**config.mk**
```make
export PLATFORM = sky130hd
export DESIGN_NAME = spi_target_shifter
export DESIGN_NICKNAME = d
export VERILOG_FILES = /design/src/rtl/spi_target_shifter.sv
export SDC_FILE = /design/constraint.sdc
export NUM_CORES = 1
export LEC_CHECK = 0
export CAP_MARGIN = 20
export CORE_MARGIN = 3
export CORE_UTILIZATION = 42
export CTS_BUF_LIST = sky130_fd_sc_hd__clkbuf_4 sky130_fd_sc_hd__clkbuf_8
export DETAILED_ROUTE_END_ITERATION = 10
export GPL_TIMING_DRIVEN = 0
export PLACE_DENSITY = 0.68
export SKIP_CTS_REPAIR_TIMING = 1
export SYNTH_ARGS = -nofsm -noshare
export SYNTH_HDL_FRONTEND = slang
export SYNTH_SLANG_ARGS = --single-unit
```
**constraint.sdc**
```tcl
create_clock -name clk -period 3.52 [get_ports clk]
set_input_delay 0.352 -clock clk [delete_from_list [all_inputs] [get_ports clk]]
set_output_delay 0.352 -clock clk [all_outputs]
set_load 0.1 [all_outputs]
```
**src/rtl/spi_target_shifter.sv**
```systemverilog
// SPI mode-0 target shift engine.
// Consumes already-synchronized sclk/cs_n/mosi, assembles MSB-first receive
// words behind a valid/ready handshake and shifts transmit words out on miso.
module spi_target_shifter #(
  parameter int WIDTH = 8
) (
  input  logic             clk,
  input  logic             rst,
  input  logic             sclk,
  input  logic             cs_n,
  input  logic             mosi,
  output logic             miso,
  output logic             miso_oe,
  output logic [WIDTH-1:0] rx_data,
  output logic             rx_valid,
  input  logic             rx_ready,
  input  logic [WIDTH-1:0] tx_data,
  output logic             tx_load,
  output logic             busy,
  output logic             overrun,
  output logic             short_frame,
  input  logic             clear_flags
);

  localparam int CNT_W = $clog2(WIDTH);
  localparam logic [CNT_W-1:0] LAST_BIT = CNT_W'(WIDTH - 1);
  localparam logic [CNT_W-1:0] CNT_ONE  = CNT_W'(1);

  // Delayed copies of the synchronized inputs for edge detection.
  logic             sclk_reg;
  logic             cs_n_reg;
  // Set once cs_n has been seen high after reset; a frame already in
  // progress when reset is released must not look like a fresh cs_fall.
  logic             armed_reg;
  logic [CNT_W-1:0] bit_cnt_reg,  bit_cnt_next;
  // Only WIDTH-1 bits of receive history are ever needed: the newest bit
  // comes straight from mosi when a word completes.
  logic [WIDTH-2:0] rx_shift_reg, rx_shift_next;
  logic [WIDTH-1:0] tx_shift_reg, tx_shift_next;
  logic [WIDTH-1:0] rx_data_reg,  rx_data_next;
  logic             rx_valid_reg, rx_valid_next;
  logic             overrun_reg,  overrun_next;
  logic             short_frame_reg, short_frame_next;

  logic             sclk_rise;
  logic             sclk_fall;
  logic             cs_fall;
  logic             cs_rise;
  logic             word_done;
  logic             consume;
  logic             tx_load_int;
  logic             overrun_set;
  logic             short_set;
  logic [WIDTH-1:0] rx_word;

  // sclk edges only count while the frame is active (registered cs_n low).
  assign sclk_rise   = sclk & ~sclk_reg & ~cs_n_reg;
  assign sclk_fall   = ~sclk & sclk_reg & ~cs_n_reg;
  assign cs_fall     = ~cs_n & cs_n_reg & armed_reg;
  assign cs_rise     = cs_n & ~cs_n_reg;
  assign word_done   = sclk_rise & (bit_cnt_reg == LAST_BIT);
  assign consume     = rx_valid_reg & rx_ready;
  assign rx_word     = {rx_shift_reg, mosi};
  // Reload the transmit shifter at frame start and on the falling edge that
  // follows each completed word.
  assign tx_load_int = ~rst & (cs_fall | (sclk_fall & (bit_cnt_reg == '0)));

  assign tx_load     = tx_load_int;
  assign busy        = ~cs_n_reg;
  assign miso_oe     = ~cs_n_reg;
  assign miso        = tx_shift_reg[WIDTH-1] & ~cs_n_reg;
  assign rx_data     = rx_data_reg;
  assign rx_valid    = rx_valid_reg;
  assign overrun     = overrun_reg;
  assign short_frame = short_frame_reg;

  // Next-state logic for the shifters, bit counter, receive handshake and flags.
  always_comb begin
    bit_cnt_next  = bit_cnt_reg;
    rx_shift_next = rx_shift_reg;
    tx_shift_next = tx_shift_reg;
    rx_data_next  = rx_data_reg;
    rx_valid_next = rx_valid_reg;
    overrun_set   = 1'b0;
    short_set     = 1'b0;

    if (sclk_rise) begin
      rx_shift_next = rx_word[WIDTH-2:0];
      bit_cnt_next  = (bit_cnt_reg == LAST_BIT) ? '0 : bit_cnt_reg + CNT_ONE;
    end

    if (tx_load_int) begin
      tx_shift_next = tx_data;
    end else if (sclk_fall) begin
      tx_shift_next = {tx_shift_reg[WIDTH-2:0], 1'b0};
    end

    if (cs_fall) begin
      bit_cnt_next = '0;
    end

    // A word completing on the very cycle cs_n rises is not a short frame,
    // so the check looks at the count after this cycle's sclk edge.
    if (cs_rise) begin
      short_set     = (bit_cnt_next != '0);
      bit_cnt_next  = '0;
      rx_shift_next = '0;
    end

    if (word_done) begin
      rx_data_next  = rx_word;
      rx_valid_next = 1'b1;
      overrun_set   = rx_valid_reg & ~rx_ready;
    end else if (consume) begin
      rx_valid_next = 1'b0;
    end

    // Setting a sticky flag takes priority over clearing it.
    overrun_next     = (overrun_reg & ~clear_flags) | overrun_set;
    short_frame_next = (short_frame_reg & ~clear_flags) | short_set;
  end

  // State registers with synchronous reset.
  always_ff @(posedge clk) begin
    if (rst) begin
      sclk_reg        <= 1'b0;
      cs_n_reg        <= 1'b1;
      armed_reg       <= 1'b0;
      bit_cnt_reg     <= '0;
      rx_shift_reg    <= '0;
      tx_shift_reg    <= '0;
      rx_data_reg     <= '0;
      rx_valid_reg    <= 1'b0;
      overrun_reg     <= 1'b0;
      short_frame_reg <= 1'b0;
    end else begin
      sclk_reg        <= sclk;
      cs_n_reg        <= cs_n | ~armed_reg;
      armed_reg       <= armed_reg | cs_n;
      bit_cnt_reg     <= bit_cnt_next;
      rx_shift_reg    <= rx_shift_next;
      tx_shift_reg    <= tx_shift_next;
      rx_data_reg     <= rx_data_next;
      rx_valid_reg    <= rx_valid_next;
      overrun_reg     <= overrun_next;
      short_frame_reg <= short_frame_next;
    end
  end

endmodule

```
==> impl_metrics.csv, run 1 <==
group,metric,value,unit
timing,finalClockSkew,0.0100,ns
setup_path,path_cells,"clkdlybuf4s50_1, nor3b_2, buf_6, buf_4, a21oi_1, nor2_1, clkdlybuf4s50_1",
drt,drc,0,
pwr,power_leakage,0.635,nW
timing,fin_crit_sh,90.3,%
floorplan,die_area,4150,sq um
grt,grt_use_total,16.7,%
setup_path,worst_setup_path_end_kind,"output port",
place,globalplace.congestion,0.787,
synthesis,yosys-top-cells-area,"dfxtp_1, nand2_1, mux2i_1, a21oi_1, nor2b_1",
cells_and_area,area_growth,30.7,%
cells_and_area,fin_nets,221,
floorplan,core,3150,sq um
synthesis,syn_area,1430,sq um
cells_and_area,drive_gt1_share,9.80,%
clock_tree,clk_path_buf_depth,2,
cells_and_area,num_antenna_cells,0,
floorplan,die_h,64.4,um
cells_and_area,multi_input_area,709,sq um
grt,grt_start_max_net_pins,11,
clock_tree,cts_tree,"yes",
timing,rsz0062_at_grt,"false",
floorplan,die_x,64.4,um
setup_path,slowest_stage,"clkdlybuf4s50_1",
timing,finalHoldViolations,0,
place,dp_hpwl,2420,um
synthesis,synth_fp_nets,185,
synthesis,synth_warnings,0,
timing,final.setup.tns,0,ns
synthesis,synth_edf_count,0,
setup_path,cp_num_buf_inv,4,
synthesis,syn_inst,167,
synthesis,synth.top_cell.area_share,44.7,%
pwr,irDropWorstVdd,0.241,mV
cells_and_area,regArea,641,sq um
timing,setup_viol,0,
timing,worst_pin_slew,0.982,ns
floorplan,placementRows,20,
synthesis,synth.avg_cell_area,8.59,sq um
timing,period_minus_slack,3.18,ns
synthesis,ys.flop_type,"dfxtp_1",
drt,num_vias,1286,
cells_and_area,fillCellCount,282,
synthesis,async_reset_ff_share,0,%
setup_path,crit_type,"primary input to output port",
pwr,total_power,748,uW
setup_path,critPathMaxStageDelay,1.15,ns
clock_tree,h-tree-depth,2,
synthesis,ys_seq_area_share,44.7,%
setup_path,cp_max_fo,10,
synthesis,ys_types,32,
synthesis,yosys.area.top_type,"dfxtp_1",
grt,antenna_found_initial,0,
clock_tree,root_buffer,"clkbuf_4",
setup_path,startpoint_type,"primary input",
drt,routed_wirelength,3210,um
setup_path,worst_path_dominant_cell_family,"buffers and inverters",
place,io_buffer_count,29,
drt,avgViaCountPerCell,5.19,
synthesis,synth_common_cells,"nand2_1, dfxtp_1, a21oi_1",
drt,first_pass_iters,4,
pwr,p_per_area,399,nW/um^2
floorplan,start_util,45.5,%
synthesis,yosys_register_bits,32,
clock_tree,cts_sinks,32,
grt,gr-total-overflow,0,
synthesis,synth_most_common_cell,"nand2_1",
drt,wire_per_inst,12.9,um
timing,slew_headroom,34.4,%
timing,fmax,315,MHz
timing,final_max_slew_viol_count,0,
clock_tree,path_clk_slew,0.10,ns
setup_path,cpMostUsedCell,"clkdlybuf4s50_1",
grt,grt_pass1_vias,1278,
hold_path,hp-class,"register to register",
setup_path,crit_arrival,2.83,ns
drt,drtIter0Drc,44,
setup_path,required,3.17,ns
floorplan,ios,30,
grt,grt_pass1_wl,5550,um
clock_tree,insertion_delay,0.32,ns
drt,antenna_left,0,
run,cap_violations,0,
outcome,status,"completed",
clock_tree,cts_made_buffers,5,
final cells by class:
cell class              count  share of cell area, %
well taps                  44                   2.94
clock inverters             1                   1.60
inverters                   4                  0.801
multi-input cells         119                   37.9
plain buffers              12                   3.67
clock buffers               7                   3.47
repair buffers             29                   15.5
flip-flops and latches     32                   34.2
power by group:
| group | total (mW) | internal (mW) | switching (mW) |
|---|---|---|---|
| sequential | 0.373 | 0.368 | 0.00464 |
| combinational | 0.0646 | 0.0295 | 0.0351 |
| clock | 0.310 | 0.189 | 0.121 |
worst paths after layout:
kind,startpoint,end,slack (ns),cells past startpoint
hold reg to reg,rx_data[3]$_SDFFE_PP0P_,rx_data[3]$_SDFFE_PP0P_,0.46,2
setup reg to reg,bit_cnt_reg[0]$_SDFF_PP0_,tx_shift_reg[3]$_SDFFE_PP0P_,1.73,6
setup / recovery,sclk,tx_load,0.34,7
hold / removal,rx_data[3]$_SDFFE_PP0P_,rx_data[3]$_SDFFE_PP0P_,0.46,2
worst register-to-register path, cell delays in order (launching register included):
cell      delay (ns)
dfxtp_1         0.41
inv_1           0.07
ha_1            0.20
nor2b_1         0.13
clkbuf_1        0.22
a211o_1         0.46
o211ai_1        0.23
cell families (layout without fill, tap and decap cells):
family          count (synthesis)  in the layout  share of synthesized area, %
flops                          32             32                          44.7
buf+inv                        16             53                          5.85
simple gates                   78             78                          28.3
compound gates                 28             28                          11.6
mux                            10             10                          6.98
fa+ha+maj                       3              3                          2.62
cells in the final DEF (no fill, tap or decap), types with 2 or more instances in the layout:
master,Yosys,routed
clkbuf_4,0,5
nor2b_1,10,10
buf_4,3,3
clkbuf_8,0,2
nand2b_1,4,4
ha_1,3,3
nor3_1,3,3
clkbuf_1,3,3
buf_2,4,4
nand3_1,7,7
nand2_1,38,38
a21oi_1,17,17
inv_1,4,4
nor2_1,5,5
o211ai_1,7,7
dfxtp_1,32,32
clkdlybuf4s50_1,0,29
mux2i_1,10,10
metrics by stage:
stage / setup slack, ns / std cells / hold WS, ns / instance area (sq um) / utilization [%]
floorplan: 0.935 / 167 / 0.432 / 1430 / -
global placement: 0.383 / 240 / 0.444 / 1780 / 56.4
detailed placement: 0.341 / 240 / 0.446 / 1780 / 56.4
CTS: 0.356 / 248 / 0.460 / 1870 / 59.4
global route: 0.190 / 248 / 0.491 / 1870 / 59.4
finish: 0.341 / 248 / 0.460 / 1870 / 59.4
routing by layer:
layer / vias up / global-route usage (%) / wire length [um]
met5: - / 0 / 0
met4: 0 / 6.86 / 42
met3: 6 / 3.81 / 179
met2: 38 / 27.7 / 1550
met1: 602 / 20.8 / 1430
li1: 640 / - / -
Power figures use the tool's default switching activity.
==> run 2: changes to the inputs <==
--- a/config.mk
+++ b/config.mk
@@ -11,7 +11,7 @@
 export CTS_BUF_LIST = sky130_fd_sc_hd__clkbuf_4 sky130_fd_sc_hd__clkbuf_8
 export DETAILED_ROUTE_END_ITERATION = 10
 export GPL_TIMING_DRIVEN = 0
-export PLACE_DENSITY = 0.68
+export PLACE_DENSITY = 0.72
 export SKIP_CTS_REPAIR_TIMING = 1
 export SYNTH_ARGS = -nofsm -noshare
 export SYNTH_HDL_FRONTEND = slang
==> impl_metrics.csv, run 2 (same netlist as run 1, synthesis figures left out) <==
group,metric,value,unit
clock_tree,path_clk_slew,0.09,ns
setup_path,crit_type,"primary input to output port",
setup_path,cp_num_buf_inv,4,
drt,routed_wirelength,3050,um
clock_tree,cts_tree,"yes",
cells_and_area,finalNonFillerCells,248,
timing,rsz0062_at_grt,"false",
grt,grt_start_max_net_pins,11,
setup_path,rrSetupSlack,1.77,ns
timing,period_minus_slack,3.13,ns
place,dp_hpwl,2330,um
place,io_buffer_count,29,
clock_tree,clk_path_buf_depth,2,
grt,grt_pass1_wl,5290,um
timing,final_max_slew_viol_count,0,
pwr,power_leakage,0.629,nW
clock_tree,cts_sinks,32,
grt,grt_use_total,16.4,%
place,globalplace.congestion,0.750,
floorplan,core,3150,sq um
floorplan,ios,30,
floorplan,die_h,64.4,um
outcome,status,"completed",
setup_path,path_cells,"clkdlybuf4s50_1, nor3b_2, buf_6, buf_4, a21oi_1, nor2_1, clkdlybuf4s50_1",
timing,setup_viol,0,
setup_path,worst_setup_path_end_kind,"output port",
setup_path,required,3.17,ns
pwr,total_power,714,uW
timing,slew_headroom,34.9,%
timing,finalHoldViolations,0,
floorplan,start_util,45.5,%
cells_and_area,final_common_cell,"nand2_1",
setup_path,crit_arrival,2.78,ns
drt,first_pass_iters,4,
clock_tree,root_buffer,"clkbuf_4",
grt,grt_pass1_vias,1175,
setup_path,startpoint_type,"primary input",
timing,worst_pin_slew,0.974,ns
drt,num_vias,1257,
clock_tree,h-tree-depth,2,
grt,gr-total-overflow,0,
clock_tree,cts_made_buffers,5,
setup_path,cp_max_fo,10,
grt,antenna_found_initial,0,
drt,drtIter0Drc,52,
timing,fin_crit_sh,89.0,%
floorplan,die_area,4150,sq um
place,dp_cells,240,
clock_tree,insertion_delay,0.33,ns
run,cap_violations,0,
floorplan,die_x,64.4,um
setup_path,worst_path_dominant_cell_family,"buffers and inverters",
setup_path,cpMostUsedCell,"clkdlybuf4s50_1",
place,place_ws,0.390,ns
cells_and_area,fin_nets,221,
cells_and_area,area_growth,29.7,%
pwr,p_per_area,384,nW/um^2
timing,setup_slack,0.386,ns
drt,antenna_left,0,
cells_and_area,num_antenna_cells,0,
setup_path,slowest_stage,"clkdlybuf4s50_1",
timing,fmax,319,MHz
timing,finalClockSkew,0.00667,ns
floorplan,placementRows,20,
pwr,irDropWorstVdd,0.257,mV
hold_path,hp-class,"register to register",
setup_path,critPathMaxStageDelay,1.14,ns
cells_and_area,drive_gt1_share,9.80,%
drt,drc,0,
drt,wire_per_inst,12.3,um
drt,avgViaCountPerCell,5.07,
timing,final.setup.tns,0,ns
cells_and_area,layout_common_cells,"nand2_1, dfxtp_1, clkdlybuf4s50_1",
## run 2: changes by cell type in the layout (fill, tap and decap cells not counted)
cell / delta
clkbuf_8: -2
clkbuf_4: +1
clkinv_2: +1
## run 2: where the power goes
group	switching, mW	total, mW	internal [mW]
combinational	0.0346	0.0641	0.0295
clock	0.120	0.277	0.156
sequential	0.00452	0.373	0.368
total	0.159	0.714	0.554
## run 2: routing by layer
layer	share of wire [%]	vias up	track usage [%]
li1	-	642	-
met1	47	575	21.6
met2	46	36	24.5
met3	6.2	4	4.68
met4	0.95	0	7.92
met5	0	-	0
## run 2: layout make-up
type / instances / area, sq um
multi-input combinational: 119 / 709
timing repair buffer: 29 / 290
buffer: 12 / 68.8
fill: 300 / 1290
clock buffer: 6 / 45.0
tap: 44 / 55.1
sequential: 32 / 641
clock inverter: 2 / 35.0
inverter: 4 / 15.0
## run 2: path summary, 6_finish.rpt
check | start | end | depth (start not counted)
setup reg to reg | bit_cnt_reg[0]$_SDFF_PP0_ | tx_shift_reg[7]$_SDFFE_PP0P_ | 6
hold / removal | rx_data[3]$_SDFFE_PP0P_ | rx_data[3]$_SDFFE_PP0P_ | 2
setup / recovery | sclk | tx_load | 7
hold reg to reg | rx_data[3]$_SDFFE_PP0P_ | rx_data[3]$_SDFFE_PP0P_ | 2
## run 2: worst min-delay path: stages (launching register included)
cell	delay (ns)
dfxtp_1	0.32
nand2_1	0.05
a21oi_1	0.05
## run 2: metrics by stage
stage | util (%) | hold WS, ns | area (sq um)
after detailed placement | 56.4 | 0.451 | 1780
after CTS | 59.0 | 0.464 | 1860
after global placement | 56.4 | 0.444 | 1780
after global routing | 59.0 | 0.490 | 1860
final | 59.0 | 0.461 | 1860
after floorplan | - | 0.432 | 1430
==> run 3: changes to the inputs <==
--- a/config.mk
+++ b/config.mk
@@ -5,6 +5,7 @@
 export SDC_FILE = /design/constraint.sdc
 export NUM_CORES = 1
 export LEC_CHECK = 0
+export ABC_AREA = 1
 export CAP_MARGIN = 20
 export CORE_MARGIN = 3
 export CORE_UTILIZATION = 42
@@ -12,6 +13,7 @@
 export DETAILED_ROUTE_END_ITERATION = 10
 export GPL_TIMING_DRIVEN = 0
 export PLACE_DENSITY = 0.72
+export REMOVE_ABC_BUFFERS = 1
 export SKIP_CTS_REPAIR_TIMING = 1
 export SYNTH_ARGS = -nofsm -noshare
 export SYNTH_HDL_FRONTEND = slang
==> constraint.sdc (replaced) <==
create_clock -name clk -period 3.8 [get_ports clk]
set_input_delay 0.38 -clock clk [delete_from_list [all_inputs] [get_ports clk]]
set_output_delay 0.38 -clock clk [all_outputs]
set_load 0.1 [all_outputs]
==> impl_metrics.csv, run 3 <==
group,metric,value,unit
setup_path,crit_type,"primary input to output port",
synthesis,ys_seq_area_share,45.0,%
timing,final_max_slew_viol_count,0,
cells_and_area,drive_gt1_share,8.60,%
synthesis,async_reset_ff_share,0,%
cells_and_area,stdcell_area,1800,sq um
synthesis,synth.area.mux_share,0,%
synthesis,ys_types,21,
timing,whs,0.468,ns
place,dp_hpwl,2100,um
timing,fin_crit_sh,88.7,%
floorplan,placementRows,20,
floorplan,ios,30,
clock_tree,cts_tree,"yes",
cells_and_area,layout_common_cells,"nand2_1, nor2_1, dfxtp_1",
synthesis,syn_inst,190,
place,placed_cell_area,1720,sq um
drt,routed_wirelength,2980,um
floorplan,die_area,4130,sq um
synthesis,synthSimpleGateAreaFrac,30.0,%
synthesis,synth_most_common_cell,"nand2_1",
timing,finalClockSkew,0.00345,ns
drt,wire_per_inst,11.3,um
timing,fmax,297,MHz
clock_tree,path_clk_slew,0.10,ns
grt,grt_pass1_wl,5130,um
drt,wl_met3,147,um
synthesis,synth_common_cells,"nand2_1, dfxtp_1, nor2_1",
setup_path,worst_setup_path_end_kind,"output port",
floorplan,die_x,64.3,um
cells_and_area,fin_nets,238,
cells_and_area,multi_input_area,634,sq um
cells_and_area,fillCellCount,317,
cells_and_area,fin_util,57.0,%
synthesis,synthAdderAreaFrac,2.63,%
run,cap_violations,0,
synthesis,synth_edf_count,0,
place,globalplace.congestion,0.748,
clock_tree,clk_path_buf_depth,2,
timing,finalHoldViolations,0,
setup_path,required,3.42,ns
synthesis,ys.flop_type,"dfxtp_1",
cells_and_area,num_antenna_cells,0,
grt,grt_pass1_vias,1211,
place,io_buffer_count,29,
drt,first_pass_iters,4,
grt,antenna_found_initial,0,
grt,grt_use_total,16.1,%
cells_and_area,regArea,641,sq um
synthesis,yosys.area.top_type,"dfxtp_1",
pwr,power_leakage,0.771,nW
drt,dr_wl_met2,1370,um
clock_tree,root_buffer,"clkbuf_4",
pwr,p_per_area,377,nW/um^2
drt,avgViaCountPerCell,4.67,
timing,final.setup.tns,0,ns
floorplan,start_util,45.2,%
drt,drc,0,
pwr,total_power,678,uW
outcome,status,"completed",
synthesis,yosys_register_bits,32,
synthesis,synth_warnings,0,
synthesis,yosys-top-cells-area,"dfxtp_1, nand2_1, nor2_1, inv_1, nand3_1",
grt,grt_start_max_net_pins,21,
drt,num_vias,1238,
synthesis,synth-compound-area-share,11.9,%
cells_and_area,area_growth,26.2,%
timing,rsz0062_at_grt,"false",
drt,drtIter0Drc,65,
clock_tree,insertion_delay,0.34,ns
drt,wl_met1,1410,um
pwr,irDropWorstVdd,0.256,mV
synthesis,synth.top_cell.area_share,45.0,%
setup_path,crit_arrival,2.99,ns
timing,worst_pin_slew,0.983,ns
clock_tree,h-tree-depth,2,
floorplan,core,3150,sq um
synthesis,synth_top_family_by_area,"simple AND/OR/NAND/NOR gates",
grt,gr-total-overflow,0,
synthesis,syn_area,1430,sq um
drt,antenna_left,0,
floorplan,die_h,64.3,um
setup_path,startpoint_type,"primary input",
hold_path,hp-class,"register to register",
timing,setup_viol,0,
drt,top_layer_used,"met4",
cells_and_area,final_common_cell,"nand2_1",
setup_path,cp_max_fo,20,
synthesis,synth.avg_cell_area,7.50,sq um
synthesis,synth_xor_area_share,0,%
clock_tree,cts_sinks,32,
timing,period_minus_slack,3.37,ns
timing,slew_headroom,34.3,%
clock_tree,cts_made_buffers,5,
## run 3: cell count changes after synthesis, sizes merged, moves of 3 or more
cell    previous run  this run
nor3               3         0
nand3              7        19
clkbuf             3         0
a21oi             17        14
inv                4        26
nor2               5        33
nor2b             10         0
buf                9         6
mux2i             10         0
nand2b             4         0
o211ai             7         0
o21ai              1        15
## run 3: cell families (layout without fill, tap and decap cells)
| family | count (synthesis) | count (layout) |
|---|---|---|
| and+or+nand+nor | 91 | 91 |
| AOI/OAI and AO/OA | 32 | 32 |
| DFF | 32 | 32 |
| buffers and inverters | 32 | 63 |
| adders and majority gates | 3 | 3 |
## run 3: through the flow
step	instances	worst slack (ns)
floorplan	184	1.61
global placement	257	0.383
detailed placement	257	0.414
CTS	265	0.407
global route	265	0.219
finish	265	0.430
## run 3: worst paths after layout
path                            cells after the start                   start                      end  slack (ns)
worst max-delay path                                5                     rst                  tx_load        0.43
worst min-delay path                                2  short_frame$_SDFF_PP0_   short_frame$_SDFF_PP0_        0.47
worst max register to register                      6     cs_n_reg$_SDFF_PP1_  rx_data[3]$_SDFFE_PP0P_        1.89
worst min register to register                      2  short_frame$_SDFF_PP0_   short_frame$_SDFF_PP0_        0.47
## run 3: where the power goes
| group | internal (mW) | total [mW] | switching, mW |
|---|---|---|---|
| Sequential | 0.343 | 0.348 | 0.00480 |
| Combinational | 0.0262 | 0.0658 | 0.0397 |
| Clock | 0.145 | 0.264 | 0.119 |
| Total | 0.514 | 0.678 | 0.164 |
## run 3: area by class of cell
type | count | area share, %
multi-input cells | 126 | 35.3
clock buffers | 6 | 2.51
clock inverters | 2 | 1.95
inverters | 26 | 5.43
repair buffers | 29 | 16.1
flip-flops and latches | 32 | 35.6
well taps | 44 | 3.06
## run 3: critical path: stages
cell	delay, ns
clkdlybuf4s50_1	0.62
inv_1	0.55
nand2_4	0.16
inv_2	0.13
clkdlybuf4s50_1	1.14
## run 3: layer usage
metal / vias to the layer above / GRT usage (%)
met5: - / 0
met4: 0 / 6.33
met3: 5 / 6.68
met2: 26 / 26.8
met1: 543 / 18.2
li1: 664 / -
==> RTL edit 1, RTL diff (flow settings as in run 3) <==
`rx_shift_reg`, `tx_shift_reg` and `rx_data_reg` no longer have a reset.
--- a/src/rtl/spi_target_shifter.sv
+++ b/src/rtl/spi_target_shifter.sv
@@ -127,9 +127,6 @@
       cs_n_reg        <= 1'b1;
       armed_reg       <= 1'b0;
       bit_cnt_reg     <= '0;
-      rx_shift_reg    <= '0;
-      tx_shift_reg    <= '0;
-      rx_data_reg     <= '0;
       rx_valid_reg    <= 1'b0;
       overrun_reg     <= 1'b0;
       short_frame_reg <= 1'b0;
@@ -138,14 +135,17 @@
       cs_n_reg        <= cs_n | ~armed_reg;
       armed_reg       <= armed_reg | cs_n;
       bit_cnt_reg     <= bit_cnt_next;
-      rx_shift_reg    <= rx_shift_next;
-      tx_shift_reg    <= tx_shift_next;
-      rx_data_reg     <= rx_data_next;
       rx_valid_reg    <= rx_valid_next;
       overrun_reg     <= overrun_next;
       short_frame_reg <= short_frame_next;
     end
   end
 
+  always_ff @(posedge clk) begin
+    rx_shift_reg <= rx_shift_next;
+    tx_shift_reg <= tx_shift_next;
+    rx_data_reg  <= rx_data_next;
+  end
+
 endmodule
 
Check against the original RTL: no difference found for any inputs over 10 cycles, from zero or initial values and one cycle with rst high; that may be too few to reach the edited logic, so the function may still have changed.
==> RTL edit 1 against run 3 <==
Wire length fell by 22%. Critical endpoint unchanged. Die area fell by 8.9%. Largest cell class unchanged. Synthesized area fell by 9.8%. Worst setup slack improved by 310 ps. Global-route usage fell by 1.9 points. Maximum frequency rose by 10%. Sequential power rose by 8.0%. Non-clock buffer count did not move. Clock skew rose by 3.4 ps. Count of clock-buffer cells in the layout rose by 1. Largest power group unchanged. Total power fell by 7.8%. Design area fell by 8.3%. Sequential cell count did not move.
==> RTL edit 1: results (changes against run 3) <==
routed vias -> 984 (was 1238)
LEAKAGE -> 0.686 nW (was 0.771 nW)
share of cells above drive strength 1 -> 10.1% (was 8.60%)
routability cong. -> 0.755 (was 0.748)
hold depth -> 1 (was 2)
FF-to-FF End -> rx_data[0] (was rx_data[3])
top post-synthesis cells by area -> edfxtp_1 37%, dfxtp_1 25%, nand2_1 11% (was dfxtp_1 45%, nand2_1 9.0%, nor2_1 8.4%)
PD cells -> 379 nW/um2 (was 377 nW/um2)
largest net degree at the start of global routing -> 12 (was 21)
Yosys cell types -> 19 (was 21)
Root Buffer -> clkbuf_4 (unchanged)
detailed placer's ending HPWL -> 1680 um (was 2100 um)
Most used DFF post-synth -> edfxtp_1 (was dfxtp_1)
status -> completed (unchanged)
DP Area -> 1590 um2 (was 1720 um2)
flop2flop setup slack -> 2080 ps (was 1890 ps)
Worst Path Max Fanout -> 10 (was 20)
first-pass GRT wire length -> 3760 um (was 5130 um)
Post-synth EDFFs -> 16 (was 0)
post-synthesis sequential area ratio -> 62.3% (was 45.0%)
Post-Synth Adder-Cell Area -> 2.92% (was 2.63%)
Filler Cells Inserted -> 256 (was 317)
worst-case reg-to-reg path depth -> 3 (was 6)
Layout Nets -> 185 (was 238)
final WL -> 2330 um (was 2980 um)
Internal -> 0.000480 W (was 0.000514 W)
Synth top cells by count -> 36 x nand2_1, 17 x nand3_1, 16 x dfxtp_1, 16 x edfxtp_1, 13 x inv_1 (was 34 x nand2_1, 32 x dfxtp_1, 32 x nor2_1)
R2R Path Start -> sclk_reg (was cs_n_reg)
Clock transition at path regs -> 90 ps
Tot GR Track Use -> 14.2% (was 16.1%)
CP Data Arrival Time -> 2680 ps (was 2990 ps)
number of global-route vias before repair -> 895 (was 1211)
hold_ws -> 437 ps (was 468 ps)
Slew @ Worst Pin -> 968 ps (was 983 ps)
Compound-Gate Fraction of Synth Area -> 5.26% (was 11.9%)
Clock Power Share -> 30.9% (was 39.0%)
clk_skew -> 6.82 ps (was 3.45 ps)
Hold Path End -> cs_n_reg (was short_frame)
most numerous cell in the Yosys netlist -> nand2_1 (unchanged)
Iter 0 DRT Violations -> 17 (was 65)
Worst VDD drop -> 199 uV (was 256 uV)
Comb group -> 0.0000556 W (was 0.0000658 W)
Place WS -> 749 ps (was 414 ps)
RTL edit 1: cell families after synthesis:
kind of cell | Yosys count
AO/OA/AOI/OAI | 12
AND/OR/NAND/NOR | 69
buffers and inverters | 18
flip-flops | 32
adder cells (fa/ha/maj) | 3
RTL edit 1: critical path: stages:
cell and delay, ps:
clkdlybuf4s50_1 450, inv_1 120, nand3_1 120, o21ai_2 150, nand2_2 150, inv_2 160, clkdlybuf4s50_1 1150
RTL edit 1: worst max-delay path by stage:
stage | from | slack, ps | endpoint
floorplan | cs_n_reg | 1470 | tx_load
detailed placement | sclk | 750 | tx_load
finish | sclk | 740 | tx_load
CTS | sclk | 730 | tx_load
global placement | sclk | 760 | tx_load
global route | sclk | 590 | tx_load
RTL edit 1: cell type report:
class	instances	area (um2)	area share [%]
clock inverter	1	5.00	0.303
clock buffer	7	52.6	3.19
sequential	32	801	48.6
timing repair buffer	29	290	17.6
multi-input combinational	84	405	24.6
tap	31	38.8	2.35
inverter	15	56.3	3.41
RTL edit 1: stage by stage:
step | util (%) | instances
after floorplan | - | 131
after global placement | 56.3 | 191
after detailed placement | 56.3 | 191
after CTS | 58.3 | 199
after global routing | 58.3 | 199
final | 58.3 | 199
RTL edit 1: metal layers:
| metal | part of all wire [%] | routed length, um | up-vias | global-route usage [%] |
|---|---|---|---|---|
| met4 | 0.69 | 16 | 0 | 7.43 |
| met3 | 6.3 | 146 | 2 | 6.92 |
| met1 | 45 | 1050 | 446 | 16.8 |
| met2 | 48 | 1130 | 31 | 21.3 |
| met5 | 0 | 0 | - | 0 |
| li1 | - | - | 505 | - |
==> RTL edit 2, RTL diff (flow settings as in run 3) <==
Made on the original files. The parameter `WIDTH` goes from 8 to 16.
--- a/src/rtl/spi_target_shifter.sv
+++ b/src/rtl/spi_target_shifter.sv
@@ -2,7 +2,7 @@
 // Consumes already-synchronized sclk/cs_n/mosi, assembles MSB-first receive
 // words behind a valid/ready handshake and shifts transmit words out on miso.
 module spi_target_shifter #(
-  parameter int WIDTH = 8
+  parameter int WIDTH = 16
 ) (
   input  logic             clk,
   input  logic             rst,
Interface: changed (resized rx_data and tx_data); port bits go from 30 to 46. No check against the original RTL was run, so the function may have changed too.
==> RTL edit 2 against run 3 <==
Design area is 67% higher. Clock power is 120% higher. Clock skew is 4.1 ps higher. Wire length is 73% higher. Sequential cell count is 25 higher. Worst setup slack better by 130 ps. Synthesized area is 63% higher. Maximum frequency is 3.9% higher. Hold slack worse by 29 ps. Register-to-register slack worse by 300 ps. Total power is 87% higher. Critical path type unchanged. Largest power group unchanged.
==> RTL edit 2: results (changes against run 3) <==
Clock transition at path regs -> 70 ps (was 100 ps)
Post-Synthesis Mean Instance Area -> 7.33 um2 (was 7.50 um2)
Met3 Routed Length -> 295 um (was 147 um)
M2 GR Usage -> 26.3% (was 26.8%)
n_diodes -> 0 (unchanged)
initial antenna violation count -> 0 (unchanged)
Setup WS post-layout -> 555 ps (was 430 ps)
Hold Path End -> cs_n_reg (was short_frame)
crit-path max cell delay -> 960 ps (was 1140 ps)
largest net degree at the start of global routing -> 27 (was 21)
Filler Cells Inserted -> 493 (was 317)
post-layout util -> 57.4% (was 57.0%)
post-synthesis sequential area ratio -> 49.1% (was 45.0%)
routed vias -> 2116 (was 1238)
Hold Path Origin -> armed_reg (was short_frame)
first-pass GRT wire length -> 8460 um (was 5130 um)
Place WS -> -307 ps (was 414 ps)
drt wl/cell -> 11.9 um (was 11.3 um)
Clk power -> 0.000568 W (was 0.000264 W)
Most used DFF post-synth -> dfxtp_1 (unchanged)
hold_ws -> 440 ps (was 468 ps)
hold depth -> 1 (was 2)
number of global-route vias before repair -> 1879 (was 1211)
Worst Setup SP -> rst (unchanged)
Synth top cells by count -> 87 x nand2_1, 57 x dfxtp_1, 45 x nor2_1 (was 34 x nand2_1, 32 x dfxtp_1, 32 x nor2_1)
M1 WL -> 2400 um (was 1410 um)
Routed met2 length -> 2380 um (was 1370 um)
H-tree levels -> 3 (was 2)
reported net switching power -> 0.000303 W (was 0.000164 W)
Iter 0 DRT Violations -> 144 (was 65)
CTS Buf Count -> 9 (was 5)
routability cong. -> 0.771 (was 0.748)
port bufs -> 45 (was 29)
met3 Use GR -> 5.27% (was 6.68%)
top post-synthesis cells by area -> dfxtp_1 49%, nand2_1 14%, nor2_1 7.3% (was dfxtp_1 45%, nand2_1 9.0%, nor2_1 8.4%)
Worst VDD drop -> 265 uV (was 256 uV)
Tot GR Track Use -> 17.0% (was 16.1%)
CP Data Arrival Time -> 2860 ps (was 2990 ps)
detailed placer's ending HPWL -> 3310 um (was 2100 um)
Seq group -> 0.000613 W (was 0.000348 W)
clk_skew -> 7.60 ps (was 3.45 ps)
sequential power share -> 48.5% (was 51.3%)
final WL -> 5160 um (was 2980 um)
status -> completed (unchanged)
Yosys cell types -> 27 (was 21)
LEAKAGE -> 1.22 nW (was 0.771 nW)
DP Area -> 2780 um2 (was 1720 um2)
share of cells above drive strength 1 -> 7.67% (was 8.60%)
Layout Nets -> 385 (was 238)
Root Buffer -> clkbuf_8 (was clkbuf_4)
flop2flop setup slack -> 1590 ps (was 1890 ps)
met1 Use GR -> 22.1% (was 18.2%)
Slew @ Worst Pin -> 995 ps (was 983 ps)
==> RTL edit 2: changes by cell type in the layout (fill, tap and decap cells not counted), sizes merged, moves of 3 or more <==
cell / change
nand2: +53
dfxtp: +25
clkdlybuf4s50: +15
nor2: +13
o21ai: +12
a21oi: +10
a31oi: +5
clkbuf: +4
clkinvlp: +4
clkinv: +3
inv: -3
nand3: -3
nor3: +3
==> RTL edit 2: cell families after synthesis <==
logic type | share of synthesized area, %
AND/OR/NAND/NOR | 28.1
AO/OA/AOI/OAI | 14.0
flip-flops | 49.1
buffers and inverters | 7.75
adder cells (fa/ha/maj) | 1.08
==> RTL edit 2: cell type report <==
cell class	count	share of cell area [%]
Clock buffer	10	4.58
Clock inverter	6	2.25
Inverter	25	3.42
Multi-Input combinational cell	220	33.4
Sequential cell	57	38.0
Tap cell	70	2.92
Timing Repair Buffer	46	15.3
Timing Repair inverter	1	0.167
